## src/rtl/clk_div_pkg.sv

```systemverilog
// clk_div_pkg -- shared definitions for the programmable clock divider.
//   state_t       : divider control states
//   MIN_DIV       : smallest legal divide ratio; smaller requests are raised to it
//   DEF_DIV_RATIO : ratio that is active out of reset
package clk_div_pkg;

    typedef enum logic [1:0] {
        IDLE     = 2'd0,
        RUN      = 2'd1,
        STOPPING = 2'd2
    } state_t;

    localparam int MIN_DIV       = 2;
    localparam int DEF_DIV_RATIO = 2;

endpackage

```

## src/rtl/clk_div_odd_ext.sv

```systemverilog
// clk_div_odd_ext -- stretches the high phase of an odd-ratio divided clock by
// half a source cycle, giving 50% duty for odd N.
//   clk_in    in  source clock (the retiming flop runs on its falling edge)
//   rst_n     in  asynchronous active-low reset
//   hi_phase  in  rising-edge registered high phase from the divider
//   odd_ratio in  active ratio is odd
//   clk_out   out hi_phase OR its half-cycle delayed copy (odd ratios only)
module clk_div_odd_ext (
    input  logic clk_in,
    input  logic rst_n,
    input  logic hi_phase,
    input  logic odd_ratio,
    output logic clk_out
);

    logic ext_q;

    always_ff @(negedge clk_in or negedge rst_n) begin
        if (!rst_n) begin
            ext_q <= 1'b0;
        end else begin
            ext_q <= hi_phase & odd_ratio;
        end
    end

    // ext_q rises half a cycle after hi_phase and falls half a cycle after it,
    // so the OR never glitches: the two terms always overlap at each transition.
    assign clk_out = hi_phase | ext_q;

endmodule

```

## src/rtl/clock_divider_prog.sv

```systemverilog
// clock_divider_prog -- programmable integer clock divider with graceful stop.
//   clk_in   in  source clock, all sequential logic runs on it
//   rst_n    in  asynchronous active-low reset
//   enable   in  run request for the divided clock
//   div_val  in  requested divide ratio N (CNT_W bits)
//   div_load in  one-cycle strobe capturing div_val as the pending ratio
//   clk_out  out divided clock, high for cnt < floor(N/2)
//   tick     out one-cycle pulse on the cycle clk_out rises
//   div_ack  out one-cycle pulse when a pending ratio becomes active
//   div_err  out one-cycle pulse when a ratio of 0 or 1 was captured (used as 2)
// Build option: define CLK_DIV_ODD_DUTY50_EN to give odd ratios 50% duty via a
// falling-edge retimed copy of the high phase (clk_div_odd_ext).
module clock_divider_prog
    import clk_div_pkg::*;
#(
    parameter int CNT_W   = 8,
    parameter int DEF_DIV = DEF_DIV_RATIO
) (
    input  logic             clk_in,
    input  logic             rst_n,
    input  logic             enable,
    input  logic [CNT_W-1:0] div_val,
    input  logic             div_load,
    output logic             clk_out,
    output logic             tick,
    output logic             div_ack,
    output logic             div_err
);

    localparam logic [CNT_W-1:0] CNT_ONE   = CNT_W'(1);
    localparam logic [CNT_W-1:0] MIN_RATIO = CNT_W'(MIN_DIV);
    localparam logic [CNT_W-1:0] DEF_RATIO = CNT_W'((DEF_DIV < MIN_DIV) ? MIN_DIV : DEF_DIV);

    function automatic logic [CNT_W-1:0] legal_ratio(input logic [CNT_W-1:0] req);
        return (req < MIN_RATIO) ? MIN_RATIO : req;
    endfunction

    state_t           state_q, state_d;
    logic [CNT_W-1:0] cnt_q, cnt_d;
    logic [CNT_W-1:0] div_q, div_d;
    logic [CNT_W-1:0] pend_q, pend_d;
    logic             pend_vld_q, pend_vld_d;
    logic             hi_q, hi_d;
    logic             tick_q, tick_d;
    logic             ack_q, ack_d;
    logic             err_q, err_d;
    logic             wrap;

    // Last count of the current period; the active ratio is never below 2.
    assign wrap = (state_q != IDLE) && (cnt_q == div_q - CNT_ONE);

    always_ff @(posedge clk_in or negedge rst_n) begin
        if (!rst_n) begin
            state_q    <= IDLE;
            cnt_q      <= '0;
            div_q      <= DEF_RATIO;
            pend_q     <= DEF_RATIO;
            pend_vld_q <= 1'b0;
            hi_q       <= 1'b0;
            tick_q     <= 1'b0;
            ack_q      <= 1'b0;
            err_q      <= 1'b0;
        end else begin
            state_q    <= state_d;
            cnt_q      <= cnt_d;
            div_q      <= div_d;
            pend_q     <= pend_d;
            pend_vld_q <= pend_vld_d;
            hi_q       <= hi_d;
            tick_q     <= tick_d;
            ack_q      <= ack_d;
            err_q      <= err_d;
        end
    end

    always_comb begin
        state_d    = state_q;
        cnt_d      = cnt_q;
        div_d      = div_q;
        pend_d     = pend_q;
        pend_vld_d = pend_vld_q;
        ack_d      = 1'b0;
        err_d      = 1'b0;

        // Only a ratio pending before this cycle can be applied now, so a load
        // landing on the wrap cycle waits for the following wrap.
        if (pend_vld_q && ((state_q == IDLE) || wrap)) begin
            div_d      = pend_q;
            pend_vld_d = 1'b0;
            ack_d      = 1'b1;
        end
        if (div_load) begin
            pend_d     = legal_ratio(div_val);
            pend_vld_d = 1'b1;
            err_d      = (div_val < MIN_RATIO);
        end

        case (state_q)
            IDLE: begin
                cnt_d = '0;
                if (enable) begin
                    state_d = RUN;
                end
            end
            RUN: begin
                cnt_d = wrap ? '0 : cnt_q + CNT_ONE;
                // A stop request on the last count ends the period right here.
                if (!enable) begin
                    state_d = wrap ? IDLE : STOPPING;
                end
            end
            STOPPING: begin
                cnt_d = wrap ? '0 : cnt_q + CNT_ONE;
                if (enable) begin
                    state_d = RUN;
                end else if (wrap) begin
                    state_d = IDLE;
                end
            end
            default: begin
                state_d = IDLE;
                cnt_d   = '0;
            end
        endcase

        // cnt 0 is always high and cnt N-1 always low for N >= 2, so a period
        // start is exactly the 0->1 transition of the divided clock.
        hi_d   = (state_d != IDLE) && (cnt_d < (div_d >> 1));
        tick_d = (state_d != IDLE) && (cnt_d == '0);
    end

    assign tick    = tick_q;
    assign div_ack = ack_q;
    assign div_err = err_q;

`ifdef CLK_DIV_ODD_DUTY50_EN
    clk_div_odd_ext u_odd_ext (
        .clk_in    (clk_in),
        .rst_n     (rst_n),
        .hi_phase  (hi_q),
        .odd_ratio (div_q[0]),
        .clk_out   (clk_out)
    );
`else
    assign clk_out = hi_q;
`endif

endmodule

```

## config.mk

```make
export PLATFORM = sky130hd
export DESIGN_NAME = clock_divider_prog
export DESIGN_NICKNAME = d
export VERILOG_FILES = /design/src/rtl/clk_div_pkg.sv /design/src/rtl/clk_div_odd_ext.sv /design/src/rtl/clock_divider_prog.sv
export SDC_FILE = /design/constraint.sdc
export NUM_CORES = 1
export LEC_CHECK = 0
export ABC_AREA = 1
export CAP_MARGIN = 15
export CORE_ASPECT_RATIO = 2
export CORE_MARGIN = 3
export CORE_UTILIZATION = 55
export DETAILED_ROUTE_END_ITERATION = 7
export DONT_BUFFER_PORTS = 1
export GPL_TIMING_DRIVEN = 1
export PLACE_DENSITY = 0.81
export REMOVE_ABC_BUFFERS = 1
export SYNTH_ARGS = -nofsm -noshare
export SYNTH_HDL_FRONTEND = slang
export SYNTH_HIERARCHICAL = 1
export SYNTH_SLANG_ARGS = --single-unit
```

## constraint.sdc

```tcl
create_clock -name clk_in -period 6.6 [get_ports clk_in]
set_input_delay 0.33 -clock clk_in [delete_from_list [all_inputs] [get_ports clk_in]]
set_output_delay 0.33 -clock clk_in [all_outputs]
set_load 0.05 [all_outputs]
```

==> flow_metrics.tcl <==
set metrics [dict create \
    wl_um 3633 \
    syn-mean-instance-area_um2 7.645 \
    grt_use_total 0.2130 \
    cts_buffer_count 5 \
    post_cts.repair.setup_buffers 0 \
    placed_cell_area_um2 1903 \
    die_h_um 88.53 \
    htree_levels 2 \
    post_cts_clock_slew_at_the_launch_and_capture_registers_of_the_worst_setup_and_hold_paths_ps 70 \
    timing.final.max_slew_violations 0 \
    drt-wirelength-per-cell_um 12.79 \
    synth_flop_cell "dfrtp_1" \
    register_area_um2 778.2 \
    utilization 0.6308 \
    first_global_vias 1554 \
    relSlewSlack 0.6917 \
    clock_tree.buffer_depth 2 \
    crit_path_start_kind "flop" \
    number_of_iterations_in_the_first_detailed_routing_pass 4 \
    final.setup_skew_ps 9.341 \
    grt_start_max_net_pins 32 \
    antenna-diode-count 0 \
    initial_core_util 0.5800 \
    outcome "finished clean" \
    clkSinkCount 31 \
    placement_setup_slack_ps 3570 \
    first_iter_violations 47 \
    dieWidth_um 47.27 \
    fin_crit_sh 0.4580 \
    ant_nets 0 \
    synth-seq-area-share 0.4155 \
    final.setup.tns_ps 0 \
    io_pins 16 \
    routabilityCongestion 0.9117 \
    vias 1478 \
    worst-setup-path-type "reg2reg" \
    avgViaCountPerCell 5.204 \
    fin_crit_ps 3023 \
    yosys.area.top_type "dfrtp_1" \
    placed_cells 274 \
    synth_enable_flop_cells 0 \
    areaGrowthSynthToFinish_pct 8.751 \
    buffer_ports.inserted 0 \
    synth_top_cells_by_area "dfrtp_1, nand2_1, inv_1" \
    ir_worst_vdd_mv 0.2820 \
    yosysUniqueCellTypes 32 \
    report.final.hold_viol_count 0 \
    cts_root_buffer "clkbuf_8" \
    setup-violations-final 0 \
    design_area_um2 2037 \
    power_leakage_uw 0.001180 \
    max_freq_mhz 330.8 \
    detailedPlacementHpwl_um 3003 \
    tritoncts "done" \
    post_route_cells_drive_above_1_share 0.1383 \
    synthesis.instances 245 \
    yosysWarnings 6 \
    core_um2 3229 \
    crit_arrival_ps 3240 \
    dieArea_um2 4184 \
    worst_hold_path_type "in2reg" \
    flip_flop_and_latch_count_after_synthesis 31 \
    synth.top_cell.area_share 0.3874 \
    worst_slew_pin_tran_ps 462.8 \
    max_cap_viol_count 0 \
    floorplan.rows 29 \
    filler_free_cell_count_of_the_finished_design 284 \
    finalWorstSetupSlack_ps 3577 \
    multi_input_logic_area_um2 883.3 \
    unrepaired_setup_endpoints_after_global_routing "false" \
    synth-async-reset-ratio 1.000 \
    globalRouteOverflowTotal 0 \
    post-synth-top-count-cell "nand2_1" \
    route.detailed.drc 0 \
    design.final.nets 276 \
    setup.worst_path.end_class "flop" \
    critical_path_peak_fanout 15 \
    cellPowerDensity_nw_per_um2 434.4 \
    grt_pass1_wl_um 6272 \
    layout.filler_cells 281 \
    synth_top_cells_by_count "nand2_1, inv_1, dfrtp_1, nand3_1, ha_1" \
    worst_skew_pair.late_latency_ps 280 \
    cp_data_required_time_ps 6820 \
    mappedNetlistArea_um2 1873 \
    antenna_found_initial 0 \
]
-- state kept, by name (all words and copies together), names as in the netlist --
signal,flops
div_err,1
state_q,2
div_ack,1
tick,1
pend_q,8
clk_out,1
cnt_q,8
div_q,8
pend_vld_q,1
-- critical path: stages (launching register included) --
cell and delay, ps:
dfstp_2 530, inv_1 60, ha_1 210, or2_1 250
nand2_1 70, nand2_1 50, nand2_1 80, nand3_1 90
nor2_2 150, nand2_1 110, nand2_2 90, nand2_2 190
inv_1 120, or2_1 90, o21ai_0 100, ha_1 310
nand2_1 80, inv_1 40, nand3_1 70, nand2_1 50
inv_1 50, nand3_1 80, a21oi_2 100
-- layout make-up --
cell class / instances / share of cell area
multi-input combinational: 158 / 0.4337
sequential: 31 / 0.3821
inverter: 54 / 0.09951
clock buffer: 7 / 0.04730
tap: 31 / 0.01904
timing repair buffer: 2 / 0.01474
clock inverter: 1 / 0.003686
-- path summary, 6_finish.rpt --
check	startpoint	end	slack [ps]	cells past startpoint
setup / recovery	div_q[1]$_DFF_PN1_	clk_out$_DFF_PN0_	3580	22
hold / removal	div_load	pend_q[1]$_DFFE_PN1P_	110	1
setup reg to reg	div_q[1]$_DFF_PN1_	clk_out$_DFF_PN0_	3580	22
hold reg to reg	pend_q[7]$_DFFE_PN0P_	pend_q[7]$_DFFE_PN0P_	470	2
max in group asynchronous	rst_n	div_q[1]$_DFF_PN1_	5870	2
min in group asynchronous	rst_n	cnt_q[2]$_DFF_PN0_	490	2
-- per-layer routing --
metal | routed length, um | share of wire | vias to the layer above | track usage
li1 | - | - | 765 | -
met1 | 1196 | 0.33 | 668 | 0.1828
met2 | 2148 | 0.59 | 29 | 0.3985
met3 | 88 | 0.024 | 16 | 0.03055
met4 | 199 | 0.055 | 0 | 0.1511
met5 | 0 | 0 | - | 0
-- repair_timing --
action | in CTS | in global routing
resized for setup | 0 | 0
endpoints found under the setup margin | 0 | 0
hold buffers | 2 | 0
endpoints found under the hold margin | 31 | 0
-- cell families after synthesis --
group / count (synthesis) / synth area share
XOR/XNOR: 9 / 0.04209
adder cells (fa/ha/maj): 12 / 0.08016
buffers and inverters: 56 / 0.1129
flip-flops: 31 / 0.4155
AO/OA/AOI/OAI: 17 / 0.05678
AND/OR/NAND/NOR: 120 / 0.2926
-- per-stage QoR --
step	total power, uW	hold WS (ps)
CTS	892.9	101.0
floorplan	626.2	34.41
global placement	705.9	35.03
finish	884.8	105.4
detailed placement	722.2	34.96
global route	964.6	113.0
-- where the power goes --
group,total (uW),switching [uW],internal [uW]
sequential,318,72.5,246
clock,164,68.8,94.7
combinational,403,261,142
total,885,403,482
-- cell usage in the layout (no fill, tap or decap), types with 2 or more instances in the layout --
master and count:
xnor2_1 2, nand2_1 69, nand2_2 6, o21ai_0 6, or2_1 2, nand3_1 20, inv_1 46, xor2_1 7
dfstp_2 2, o21ai_2 3, nor4_1 2, dfrtp_1 29, nor2_2 3, clkinv_1 2, o21ai_1 2, ha_1 12
nand4_1 3, nor2_1 6, a21oi_1 2, o211ai_1 2, clkbuf_8 7, nor3_1 2, or2_2 2, inv_2 6
Power figures use the tool's default switching activity.
